[src/rtl/demux_1x8_tdm_pkg.sv]
// Shared slot constants and helpers for the 1:8 TDM demultiplexer.
// Slot indices match the 8:1 mux ordering (slot 0 = a ... slot 7 = h).
package demux_1x8_tdm_pkg;

  localparam int SLOT_W    = 3;
  localparam int NUM_SLOTS = 8;

  typedef logic [SLOT_W-1:0] slot_t;

  localparam slot_t LAST_SLOT = 3'd7;

  localparam slot_t SLOT_A = 3'd0;
  localparam slot_t SLOT_B = 3'd1;
  localparam slot_t SLOT_C = 3'd2;
  localparam slot_t SLOT_D = 3'd3;
  localparam slot_t SLOT_E = 3'd4;
  localparam slot_t SLOT_F = 3'd5;
  localparam slot_t SLOT_G = 3'd6;
  localparam slot_t SLOT_H = 3'd7;

  // Natural 3-bit overflow gives the mod-8 wrap from slot 7 back to slot 0.
  function automatic slot_t slot_inc(input slot_t s);
    return s + slot_t'(1);
  endfunction

endpackage

[src/rtl/demux_1x8_tdm_if.sv]
// Serial-in / parallel-frame-out bundle of the 1:8 TDM demultiplexer.
// master = upstream link plus frame consumer, slave = the demultiplexer.
interface demux_1x8_tdm_if #(
  parameter int DATA_W = 1
);

  logic [DATA_W-1:0] din;
  logic              din_valid;
  logic              sync;

  logic [DATA_W-1:0] a;
  logic [DATA_W-1:0] b;
  logic [DATA_W-1:0] c;
  logic [DATA_W-1:0] d;
  logic [DATA_W-1:0] e;
  logic [DATA_W-1:0] f;
  logic [DATA_W-1:0] g;
  logic [DATA_W-1:0] h;

  logic              sel0;
  logic              sel1;
  logic              sel2;
  logic              frame_done;
  logic              sync_err;

  modport master (
    output din, din_valid, sync,
    input  a, b, c, d, e, f, g, h,
    input  sel0, sel1, sel2, frame_done, sync_err
  );

  modport slave (
    input  din, din_valid, sync,
    output a, b, c, d, e, f, g, h,
    output sel0, sel1, sel2, frame_done, sync_err
  );

endinterface

[src/rtl/demux_1x8_tdm_slot_ctr.sv]
// Slot counter for the TDM demux: tracks the next expected slot, applies sync,
// flags the frame-closing word and registers a pulse when sync cuts a partial frame.
module demux_slot_ctr
  import demux_1x8_tdm_pkg::*;
(
  input  logic  clk,
  input  logic  rst_n,
  input  logic  valid_i,
  input  logic  sync_i,
  output slot_t cnt_o,
  output slot_t eff_slot_o,
  output logic  last_o,
  output logic  sync_err_o
);

  slot_t cnt_q;
  slot_t cnt_d;
  slot_t eff_slot;
  logic  sync_err_q;
  logic  sync_err_d;

  always_comb begin
    eff_slot   = sync_i ? SLOT_A : cnt_q;
    cnt_d      = cnt_q;
    sync_err_d = sync_i && (cnt_q != SLOT_A);
    if (valid_i) begin
      cnt_d = slot_inc(eff_slot);
    end else if (sync_i) begin
      cnt_d = SLOT_A;
    end
  end

  always_ff @(posedge clk or negedge rst_n) begin
    if (!rst_n) begin
      cnt_q      <= SLOT_A;
      sync_err_q <= 1'b0;
    end else begin
      cnt_q      <= cnt_d;
      sync_err_q <= sync_err_d;
    end
  end

  // A sync forces slot 0, so a synced word can never close a frame.
  assign last_o     = valid_i && (eff_slot == LAST_SLOT);
  assign eff_slot_o = eff_slot;
  assign cnt_o      = cnt_q;
  assign sync_err_o = sync_err_q;

endmodule

[src/rtl/demux_1x8_tdm.sv]
// Time-division 1:8 demultiplexer: words collect in shadow slots 0..6 and the
// whole frame is published to a..h, with slot 7 taken straight from din, in one edge.
module demux_1x8_tdm
  import demux_1x8_tdm_pkg::*;
#(
  parameter int DATA_W = 1
) (
  input  logic           clk,
  input  logic           rst_n,
  demux_1x8_tdm_if.slave bus
);

  localparam int SHADOW_N = NUM_SLOTS - 1;

  typedef logic [DATA_W-1:0] word_t;

  slot_t cnt;
  slot_t eff_slot;
  logic  last;
  logic  sync_err;

  word_t shadow_q [SHADOW_N];
  word_t shadow_d [SHADOW_N];
  word_t frame_q  [NUM_SLOTS];
  word_t frame_d  [NUM_SLOTS];
  logic  frame_done_q;
  logic  frame_done_d;

  demux_slot_ctr u_slot_ctr (
    .clk        (clk),
    .rst_n      (rst_n),
    .valid_i    (bus.din_valid),
    .sync_i     (bus.sync),
    .cnt_o      (cnt),
    .eff_slot_o (eff_slot),
    .last_o     (last),
    .sync_err_o (sync_err)
  );

  always_comb begin
    shadow_d     = shadow_q;
    frame_d      = frame_q;
    frame_done_d = last;
    for (int i = 0; i < SHADOW_N; i++) begin
      if (bus.din_valid && (eff_slot == slot_t'(i))) begin
        shadow_d[i] = bus.din;
      end
    end
    if (last) begin
      for (int i = 0; i < SHADOW_N; i++) begin
        frame_d[i] = shadow_q[i];
      end
      frame_d[LAST_SLOT] = bus.din;
    end
  end

  always_ff @(posedge clk or negedge rst_n) begin
    if (!rst_n) begin
      for (int i = 0; i < SHADOW_N; i++) begin
        shadow_q[i] <= '0;
      end
      for (int i = 0; i < NUM_SLOTS; i++) begin
        frame_q[i] <= '0;
      end
      frame_done_q <= 1'b0;
    end else begin
      shadow_q     <= shadow_d;
      frame_q      <= frame_d;
      frame_done_q <= frame_done_d;
    end
  end

  assign bus.a = frame_q[SLOT_A];
  assign bus.b = frame_q[SLOT_B];
  assign bus.c = frame_q[SLOT_C];
  assign bus.d = frame_q[SLOT_D];
  assign bus.e = frame_q[SLOT_E];
  assign bus.f = frame_q[SLOT_F];
  assign bus.g = frame_q[SLOT_G];
  assign bus.h = frame_q[SLOT_H];

  assign bus.sel0       = cnt[0];
  assign bus.sel1       = cnt[1];
  assign bus.sel2       = cnt[2];
  assign bus.frame_done = frame_done_q;
  assign bus.sync_err   = sync_err;

endmodule

[src/flat_wrapper.sv]
// flat-port wrapper written by rule: the top's interface ports become plain ports
module demux_1x8_tdm_flat import demux_1x8_tdm_pkg::*;
#(
  parameter int DATA_W = 1
)
  (clk, rst_n, bus_din, bus_din_valid, bus_sync, bus_a, bus_b, bus_c, bus_d, bus_e, bus_f, bus_g, bus_h, bus_sel0, bus_sel1, bus_sel2, bus_frame_done, bus_sync_err);
  demux_1x8_tdm_if #(.DATA_W(DATA_W)) bus_i ();
  input  logic clk;
  input  logic rst_n;
  input wire logic [$bits(bus_i.din)-1:0] bus_din;
  input wire logic [$bits(bus_i.din_valid)-1:0] bus_din_valid;
  input wire logic [$bits(bus_i.sync)-1:0] bus_sync;
  output wire logic [$bits(bus_i.a)-1:0] bus_a;
  output wire logic [$bits(bus_i.b)-1:0] bus_b;
  output wire logic [$bits(bus_i.c)-1:0] bus_c;
  output wire logic [$bits(bus_i.d)-1:0] bus_d;
  output wire logic [$bits(bus_i.e)-1:0] bus_e;
  output wire logic [$bits(bus_i.f)-1:0] bus_f;
  output wire logic [$bits(bus_i.g)-1:0] bus_g;
  output wire logic [$bits(bus_i.h)-1:0] bus_h;
  output wire logic [$bits(bus_i.sel0)-1:0] bus_sel0;
  output wire logic [$bits(bus_i.sel1)-1:0] bus_sel1;
  output wire logic [$bits(bus_i.sel2)-1:0] bus_sel2;
  output wire logic [$bits(bus_i.frame_done)-1:0] bus_frame_done;
  output wire logic [$bits(bus_i.sync_err)-1:0] bus_sync_err;
  assign bus_i.din = bus_din;
  assign bus_i.din_valid = bus_din_valid;
  assign bus_i.sync = bus_sync;
  assign bus_a = bus_i.a;
  assign bus_b = bus_i.b;
  assign bus_c = bus_i.c;
  assign bus_d = bus_i.d;
  assign bus_e = bus_i.e;
  assign bus_f = bus_i.f;
  assign bus_g = bus_i.g;
  assign bus_h = bus_i.h;
  assign bus_sel0 = bus_i.sel0;
  assign bus_sel1 = bus_i.sel1;
  assign bus_sel2 = bus_i.sel2;
  assign bus_frame_done = bus_i.frame_done;
  assign bus_sync_err = bus_i.sync_err;
  demux_1x8_tdm #(.DATA_W(DATA_W)) u_core (.clk(clk), .rst_n(rst_n), .bus(bus_i));
endmodule
[config.mk]
export PLATFORM = sky130hd
export DESIGN_NAME = demux_1x8_tdm_flat
export DESIGN_NICKNAME = d
export VERILOG_FILES = /design/src/rtl/demux_1x8_tdm_pkg.sv /design/src/rtl/demux_1x8_tdm_if.sv /design/src/rtl/demux_1x8_tdm_slot_ctr.sv /design/src/rtl/demux_1x8_tdm.sv /design/src/flat_wrapper.sv
export SDC_FILE = /design/constraint.sdc
export NUM_CORES = 1
export LEC_CHECK = 0
export ABC_AREA = 1
export CORE_MARGIN = 3
export CORE_UTILIZATION = 45
export CTS_CLUSTER_DIAMETER = 60
export DETAILED_ROUTE_END_ITERATION = 8
export GPL_TIMING_DRIVEN = 1
export PLACE_DENSITY = 0.69
export SLEW_MARGIN = 20
export SYNTH_ARGS = -nofsm -noshare
export SYNTH_HDL_FRONTEND = slang
export SYNTH_SLANG_ARGS = --single-unit
[constraint.sdc]
create_clock -name clk -period 2.85 [get_ports clk]
set_input_delay 0.855 -clock clk [delete_from_list [all_inputs] [get_ports clk]]
set_output_delay 0.855 -clock clk [all_outputs]
set_load 0.05 [all_outputs]
# Word-level counts from Yosys, hierarchy flattened
# Index checks and enable logic that the tools add are counted.
[totals]
inputBits = 5
register_bits = 20
[classes]
n_addsub = 1
mux = 2
n_eq_ne = 7
reduce_logical = 11
[ops]
columns = ["op", "n"]
rows = [
  ["3-bit equality test, second input constant", 4],
  ["1-bit logical AND", 9],
  ["3-bit by 2-bit equality test with 1-bit output, second input constant", 2],
  ["3-bit two-way mux", 2],
  ["3-bit by 1-bit adder with 3-bit output, second input constant", 1],
  ["3-bit by 1-bit equality test with 1-bit output, second input constant", 1],
  ["3-bit zero test", 1],
  ["3-bit nonzero test", 1],
]

# Depth between registers and ports, before layout
# Gate-level depths: netlist of run 1.
[depth]
ltp_word = 3
mapped_depth = 8
depth_no_buf = 8

# Modules after synthesis
# A second synthesis of run 1 with hierarchy kept.
[hier_totals]
hier_cells = 108
area_unflattened_um2 = 912.1
[modules_own_cells]
columns = ["module", "cells_per_inst", "area_each_um2", "instances"]
rows = [
  ["demux_1x8_tdm", 81, 705.7, 1],
  ["demux_slot_ctr", 27, 206.4, 1],
]

# Worst setup path before layout of run 1
# OpenSTA, ideal clock, no wires.
[synth_timing]
path_kind = "input port to flip-flop"
from = "input port bus_sync"
to = "register u_core.frame_q, in the netlist u_core.bus.a"
path_stages = 8
arrival_time_ps = 1686
required_ps = 2732
setup_time_ps = 118
path_slack_ps = 1046
path_cell_list = "inv_2 > nand2_2 > nor2_2 > ha_1 > nand2_2 > clkinv_1 > nand2_1 > nand2_1"
[synth_via]
elab_chain_len = 3
[synth_lines]
columns = ["element", "line", "text"]
rows = [
  ["start: declaration", "flat_wrapper.sv:12", "input wire logic [$bits(bus_i.sync)-1:0] bus_sync;"],
  ["3-bit two-way mux", "--", ""],
  ["3-bit equality test", "demux_1x8_tdm_slot_ctr.sv:44", "assign last_o = valid_i && (eff_slot == LAST_SLOT);"],
  ["1-bit logical AND", "demux_1x8_tdm_slot_ctr.sv:44", ""],
  ["named net u_core.frame_done_d", "demux_1x8_tdm.sv:27", "logic frame_done_d;"],
  ["end signal: assignment", "demux_1x8_tdm.sv:68", "frame_q <= frame_d;"],
  ["end: declaration", "demux_1x8_tdm.sv:24", "word_t frame_q [NUM_SLOTS];"],
]
# The timed path passes the listed nets, and every way through them passes these cells.
# A chain may end at the register's enable or synchronous reset.

# Final worst setup path of run 1
[layout_timing]
from = "register u_core.u_slot_ctr.cnt_q[2], in the netlist u_core.u_slot_ctr.cnt_o[2]"
to = "output port bus_sel2"
[layout_rtl]
columns = ["element", "line", "text"]
rows = [
  ["start: declaration", "demux_1x8_tdm_slot_ctr.sv:16", "slot_t cnt_q;"],
  ["start signal: assignment", "demux_1x8_tdm_slot_ctr.sv:38", "cnt_q <= cnt_d;"],
  ["end: declaration", "flat_wrapper.sv:23", "output wire logic [$bits(bus_i.sel2)-1:0] bus_sel2;"],
]
# No word-level cell between the ends.

==> flow_metrics.env, run 1 <==
export IMPL_fin_util_pct=63.0
export IMPL_grt_pass1_wl_um=2840
export IMPL_htreeDepth=1
export IMPL_globalRouteOverflowTotal=0
export IMPL_ant_nets=0
export IMPL_finalSetupViolCount=0
export IMPL_reg2reg_depth=7
export IMPL_ys_seq_area_share_pct=58.6
export IMPL_cts_buffers=3
export IMPL_postCtsHoldBufs=0
export IMPL_whs_ps=486
export IMPL_p_int_uw=501
export IMPL_drc_errors=0
export IMPL_final_area_sq_um=1110
export IMPL_cts_buffer_depth=2
export IMPL_drt_initial_drc_count=12
export IMPL_p_per_area_nw_per_um2=621
export IMPL_pwr_share_comb_pct=17.2
export IMPL_synth_seq_cells=20
export IMPL_timing_rr_end="u_core.bus.h"
export IMPL_worstSetupPathType="flip-flop to output pin"
export IMPL_finalCritPeriodShare_pct=87.7
export IMPL_total_switching_power_uw=190
export IMPL_slowest_stage="clkdlybuf4s50_1"
export IMPL_critPathCaptureType="output pin"
export IMPL_syn_num_nets=106
export IMPL_clock_skew_ps=9.02
export IMPL_pwr_share_clk_pct=32.9
export IMPL_cpLargestDelayFamily="buffers and inverters"
export IMPL_syn_area_sq_um=855
export IMPL_grt_use_total_pct=14.7
export IMPL_cts_root_buf="clkbuf_4"
export IMPL_cts_post_setup_buffers_inserted=0
export IMPL_postCtsResizedCells=0
export IMPL_ys_types=15
export IMPL_cp_startpoint="u_core.u_slot_ctr.cnt_o[2]"
export IMPL_postSynthAreaPerCell_sq_um=8.55
export IMPL_synth_common_cells="nand2_1, dfrtp_1, nand3_1"
export IMPL_peakVddDrop_v=0.000379
export IMPL_synth_edf_count=0
export IMPL_area_delta_synth_final_pct=30.2
export IMPL_p_sw_share_pct=27.5
export IMPL_critical_path_startpoint_type="flip-flop"
export IMPL_antenna_found_initial=0
export IMPL_boundaryPins=18
export IMPL_r2r_start="u_core.u_slot_ctr.cnt_o[1]"
export IMPL_clock_latency_ps=300
export IMPL_synth_area_leader_cell="dfrtp_1"
export IMPL_fin_crit_ps=2500
export IMPL_numClockSinks=20
export IMPL_first_pass_iters=4
export IMPL_num_rows=15
export IMPL_yosys_top_cells_area="dfrtp_1, nand2_1, nand3_1"
export IMPL_instances_no_fill=146
export IMPL_vias=691
export IMPL_dieWidth_um=49.6
export IMPL_r2r_setup_slack_ps=1350
export IMPL_critPathRequiredTime_ps=2000
export IMPL_clkTransAtPathRegs_ps=120
export IMPL_fin_nets=128
export IMPL_slowest_delay_ps=860
export IMPL_ys_flop_type="dfrtp_1"
export IMPL_slew_violations=0
export IMPL_dp_hpwl_um=1190
export IMPL_rsz0062_at_grt="no"
export IMPL_grt_pass1_vias=635
export IMPL_outcome="completed"
export IMPL_synth_top_area_share_pct=58.6
export IMPL_cts_tree="yes"
export IMPL_fillers=165
export IMPL_die_h_um=49.6
export IMPL_min_from="u_core.shadow_q[6]"
export IMPL_hold_class="flip-flop to flip-flop"
export IMPL_start_util_pct=48.4
export IMPL_fmax_ghz=0.400
export IMPL_async_flop_share_pct=100
export IMPL_critical_path_buf_inv_count=1
export IMPL_grt_max_degree=21
export IMPL_port_buffers=17
export IMPL_synthMostInstantiatedCell="nand2_1"
export IMPL_synth_warnings=0
export IMPL_hold_violations=0
export IMPL_worstPathCellList="clkdlybuf4s50_1"
export IMPL_slew_headroom_pct=66.7
export IMPL_hold_depth=2
export IMPL_p_leak_nw=0.574
export IMPL_worstPathArrival_ps=1650
export IMPL_tightest_slew_ps=498
export IMPL_drv_cap=0
export IMPL_seq_power_share_pct=50.0
export IMPL_syn_inst=100
export IMPL_die_area_sq_um=2460
export IMPL_place_area_sq_um=1060
export IMPL_diodes=0
export IMPL_wl_um=1620
export IMPL_final_layout_size_suffix_gt1_share_pct=9.92
export IMPL_tns_ps=0
export IMPL_core_area_sq_um=1760
export IMPL_wl_per_cell_um=11.1
export IMPL_avgViaCountPerCell=4.73
export IMPL_place_gp_congestion=0.784
export IMPL_holdPathEnd="u_core.shadow_q[6]"
export IMPL_cp_max_fo=5
export IMPL_dp_cells=142
[placed cells by master (no fill, tap or decap)]
cell             instances
nor2_2                   2
xor2_1                   1
inv_2                    2
inv_1                    5
bufinv_16                1
a21oi_4                  1
dfrtp_1                 20
nand2_2                  2
ha_1                     1
clkbuf_4                 3
clkinv_1                 1
buf_4                    1
nand3_1                  9
nor2_1                   4
a21oi_1                  1
o21ai_0                  4
nand2_1                 46
clkdlybuf4s50_1         17
[state kept, by name (all words and copies together) (netlist names)]
| signal | flops |
|---|---|
| u_core.bus.g | 1 |
| u_core.bus.frame_done | 1 |
| u_core.bus.f | 1 |
| u_core.bus.h | 1 |
| u_core.u_slot_ctr.cnt_o | 3 |
| u_core.bus.e | 1 |
| u_core.bus.a | 1 |
| u_core.shadow_q | 7 |
| u_core.bus.b | 1 |
| u_core.u_slot_ctr.sync_err_o | 1 |
| u_core.bus.d | 1 |
| u_core.bus.c | 1 |
[worst max path at each step]
stage	to	slack, ps	depth (start not counted)
finish	bus_sel2	350	1
global route	bus_sel2	310	1
CTS	bus_sel2	350	1
detailed placement	u_core.bus.a	410	9
global placement	u_core.bus.f	450	9
floorplan	u_core.bus.a	1050	8
[power by group through the flow]
stage / Combinational (mW) / Sequential, mW / Clock, mW
5_1_grt: 0.130 / 0.350 / 0.245
3_3_place_gp: 0.119 / 0.349 / 0
2_1_floorplan: 0.0469 / 0.375 / 0
6_report: 0.119 / 0.345 / 0.227
3_5_place_dp: 0.120 / 0.350 / 0
4_1_cts: 0.121 / 0.344 / 0.234
[cell families after synthesis]
| logic type | share of synthesized area [%] |
|---|---|
| buf+inv | 3.95 |
| flops | 58.6 |
| fa+ha+maj | 1.46 |
| xor+xnor | 1.03 |
| simple gates | 30.2 |
| compound gates | 4.83 |
[layer usage]
| layer | up-vias | global-route usage, % | wire length, um |
|---|---|---|---|
| met4 | 0 | 2.76 | 6 |
| met3 | 2 | 3.02 | 53 |
| met2 | 11 | 22.2 | 697 |
| met5 | - | 0 | 0 |
| met1 | 326 | 21.8 | 864 |
| li1 | 352 | - | - |
[cell type report]
cell class | instances | area [sq um] | share of cell area, %
Clock buffer | 3 | 22.5 | 2.02
Clock inverter | 1 | 30.0 | 2.70
Inverter | 8 | 30.0 | 2.70
Multi-Input combinational cell | 71 | 320 | 28.8
Sequential cell | 20 | 500 | 45.0
Tap cell | 25 | 31.3 | 2.81
Timing Repair Buffer | 18 | 178 | 16.0
[metrics by stage]
step	power, mW	worst slack (ps)
2_1_floorplan	0.422	1050
3_3_place_gp	0.468	450
3_5_place_dp	0.470	409
4_1_cts	0.699	354
5_1_grt	0.724	308
6_report	0.691	349
Note: power is estimated with default switching activity, not from simulation.
==> run 2, diff against run 1 <==
==> constraint.sdc (replaced) <==
create_clock -name clk -period 2.8 [get_ports clk]
set_input_delay 0.84 -clock clk [delete_from_list [all_inputs] [get_ports clk]]
set_output_delay 0.84 -clock clk [all_outputs]
set_load 0.05 [all_outputs]
==> results of run 2 <==
Same layout as run 1 (identical final DEF). Status: completed.
Among the figures that moved: setup slack after placement 409 ps -> 374 ps; setup slack after layout 349 ps -> 314 ps; register-to-register setup slack 1350 ps -> 1300 ps; total power 0.691 mW -> 0.704 mW; worst IR drop on VDD 0.000379 V -> 0.000386 V
==> run 3, diff against run 2 <==
--- a/config.mk
+++ b/config.mk
@@ -7,11 +7,11 @@
 export LEC_CHECK = 0
 export ABC_AREA = 1
 export CORE_MARGIN = 3
-export CORE_UTILIZATION = 45
+export CORE_UTILIZATION = 36
 export CTS_CLUSTER_DIAMETER = 60
 export DETAILED_ROUTE_END_ITERATION = 8
 export GPL_TIMING_DRIVEN = 1
-export PLACE_DENSITY = 0.69
+export PLACE_DENSITY = 0.57
 export SLEW_MARGIN = 20
 export SYNTH_ARGS = -nofsm -noshare
 export SYNTH_HDL_FRONTEND = slang
==> run 3 against run 2 <==
  * Clock power is 2% higher
  * Final area is 0.34% higher
  * Wire length increased by 5.3%
  * Sequential share of layout area decreased by 0.15 points
==> flow_metrics.env, run 3 (same netlist as run 1, synthesis figures left out) <==
export IMPL_outcome="completed"
export IMPL_drv_cap=0
export IMPL_cts_post_setup_buffers_inserted=0
export IMPL_postCtsHoldBufs=0
export IMPL_p_per_area_nw_per_um2=635
export IMPL_critPathRequiredTime_ps=1960
export IMPL_clock_skew_ps=8.85
export IMPL_drc_errors=0
export IMPL_slew_headroom_pct=66.6
export IMPL_cpLargestDelayFamily="buffers and inverters"
export IMPL_area_delta_synth_final_pct=30.6
export IMPL_wl_um=1710
export IMPL_critical_path_buf_inv_count=1
export IMPL_finalSetupViolCount=0
export IMPL_hold_class="flip-flop to flip-flop"
export IMPL_grt_pass1_vias=676
export IMPL_layout_common_cells="nand2_1, dfrtp_1, clkdlybuf4s50_1"
export IMPL_fmax_ghz=0.403
export IMPL_rsz0062_at_grt="no"
export IMPL_start_util_pct=38.3
export IMPL_cts_buffer_depth=2
export IMPL_critical_path_startpoint_type="flip-flop"
export IMPL_slowest_stage="clkdlybuf4s50_1"
export IMPL_antenna_found_initial=0
export IMPL_critPathCaptureType="output pin"
export IMPL_diodes=0
export IMPL_fin_nets=128
export IMPL_htreeDepth=1
export IMPL_boundaryPins=18
export IMPL_die_h_um=54.7
export IMPL_grt_pass1_wl_um=2980
export IMPL_slew_violations=0
export IMPL_fin_crit_ps=2480
export IMPL_peakVddDrop_v=0.000350
export IMPL_numClockSinks=20
export IMPL_total_power_uw=708
export IMPL_p_leak_nw=0.574
export IMPL_num_rows=17
export IMPL_finalCritPeriodShare_pct=88.6
export IMPL_vias=691
export IMPL_regMostFlops="u_core.shadow_q"
export IMPL_layout_commonest_cell="nand2_1"
export IMPL_core_area_sq_um=2230
export IMPL_place_gp_congestion=0.792
export IMPL_cts_tree="yes"
export IMPL_cp_max_fo=5
export IMPL_ant_nets=0
export IMPL_drt_initial_drc_count=12
export IMPL_die_area_sq_um=2990
export IMPL_clkTransAtPathRegs_ps=120
export IMPL_avgViaCountPerCell=4.64
export IMPL_worstPathArrival_ps=1640
export IMPL_cts_buffers=3
export IMPL_largest_reg_flops=7
export IMPL_grt_use_total_pct=14.2
export IMPL_slowest_delay_ps=850
export IMPL_dieWidth_um=54.7
export IMPL_postCtsResizedCells=0
export IMPL_grt_max_degree=21
export IMPL_globalRouteOverflowTotal=0
export IMPL_final_layout_size_suffix_gt1_share_pct=9.92
export IMPL_worstSetupPathType="flip-flop to output pin"
export IMPL_tns_ps=0
export IMPL_hold_violations=0
export IMPL_port_buffers=17
export IMPL_clock_latency_ps=300
export IMPL_cts_root_buf="clkbuf_4"
export IMPL_dp_hpwl_um=1270
export IMPL_first_pass_iters=4
export IMPL_worstPathCellList="clkdlybuf4s50_1"
export IMPL_tightest_slew_ps=500
export IMPL_wl_per_cell_um=11.5
run 3: cell counts in the layout (fill, tap and decap cells not counted):
No cell type changed its count.
run 3: area by class of cell:
| cell class | count | area (sq um) |
|---|---|---|
| clock buffers | 3 | 22.5 |
| clock inverters | 1 | 30.0 |
| fillers | 228 | 1120 |
| inverters | 8 | 30.0 |
| multi-input cells | 71 | 320 |
| flip-flops and latches | 20 | 500 |
| well taps | 28 | 35.0 |
| repair buffers | 18 | 178 |
run 3: path summary, 6_finish.rpt:
kind                                             from            endpoint  slack, ps  depth (start not counted)
max in group asynchronous                       rst_n  u_core.shadow_q[5]       1720                          2
max reg2reg                u_core.u_slot_ctr.cnt_o[1]        u_core.bus.c       1300                          7
min in group asynchronous                       rst_n        u_core.bus.d        870                          2
min reg2reg                        u_core.shadow_q[3]        u_core.bus.d        490                          2
min                                u_core.shadow_q[3]        u_core.bus.d        490                          2
max                        u_core.u_slot_ctr.cnt_o[2]            bus_sel2        320                          1
run 3: per-layer routing:
metal	track usage (%)	vias up	part of all wire, %
met5	0	-	0
met3	3.00	4	5.7
met4	6.22	0	1.8
met2	21.9	19	45
met1	19.2	317	48
li1	-	351	-
run 3: worst reg2reg max path: stages (launching register included):
cell and delay, ps:
dfrtp_1 450, nand2_2 130, nor2_2 60, ha_1 200, nand2_2 160, clkinv_1 230
nand2_1 120, nand2_1 70
run 3: metrics by stage:
stage                     hold WS [ps]  utilization, %  setup slack (ps)  instances  cell area (sq um)
after floorplan                    436               -              1010        100                855
after global placement             459            47.6               405        145               1060
after detailed placement           460            47.6               352        145               1060
after CTS                          488            50.0               304        149               1120
after global routing               524            50.0               262        149               1120
final                              487            50.0               320        149               1120
run 3: report_power, final:
group          internal [mW]  switching, mW
combinational         0.0415         0.0801
clock                  0.145         0.0904
sequential             0.324         0.0279
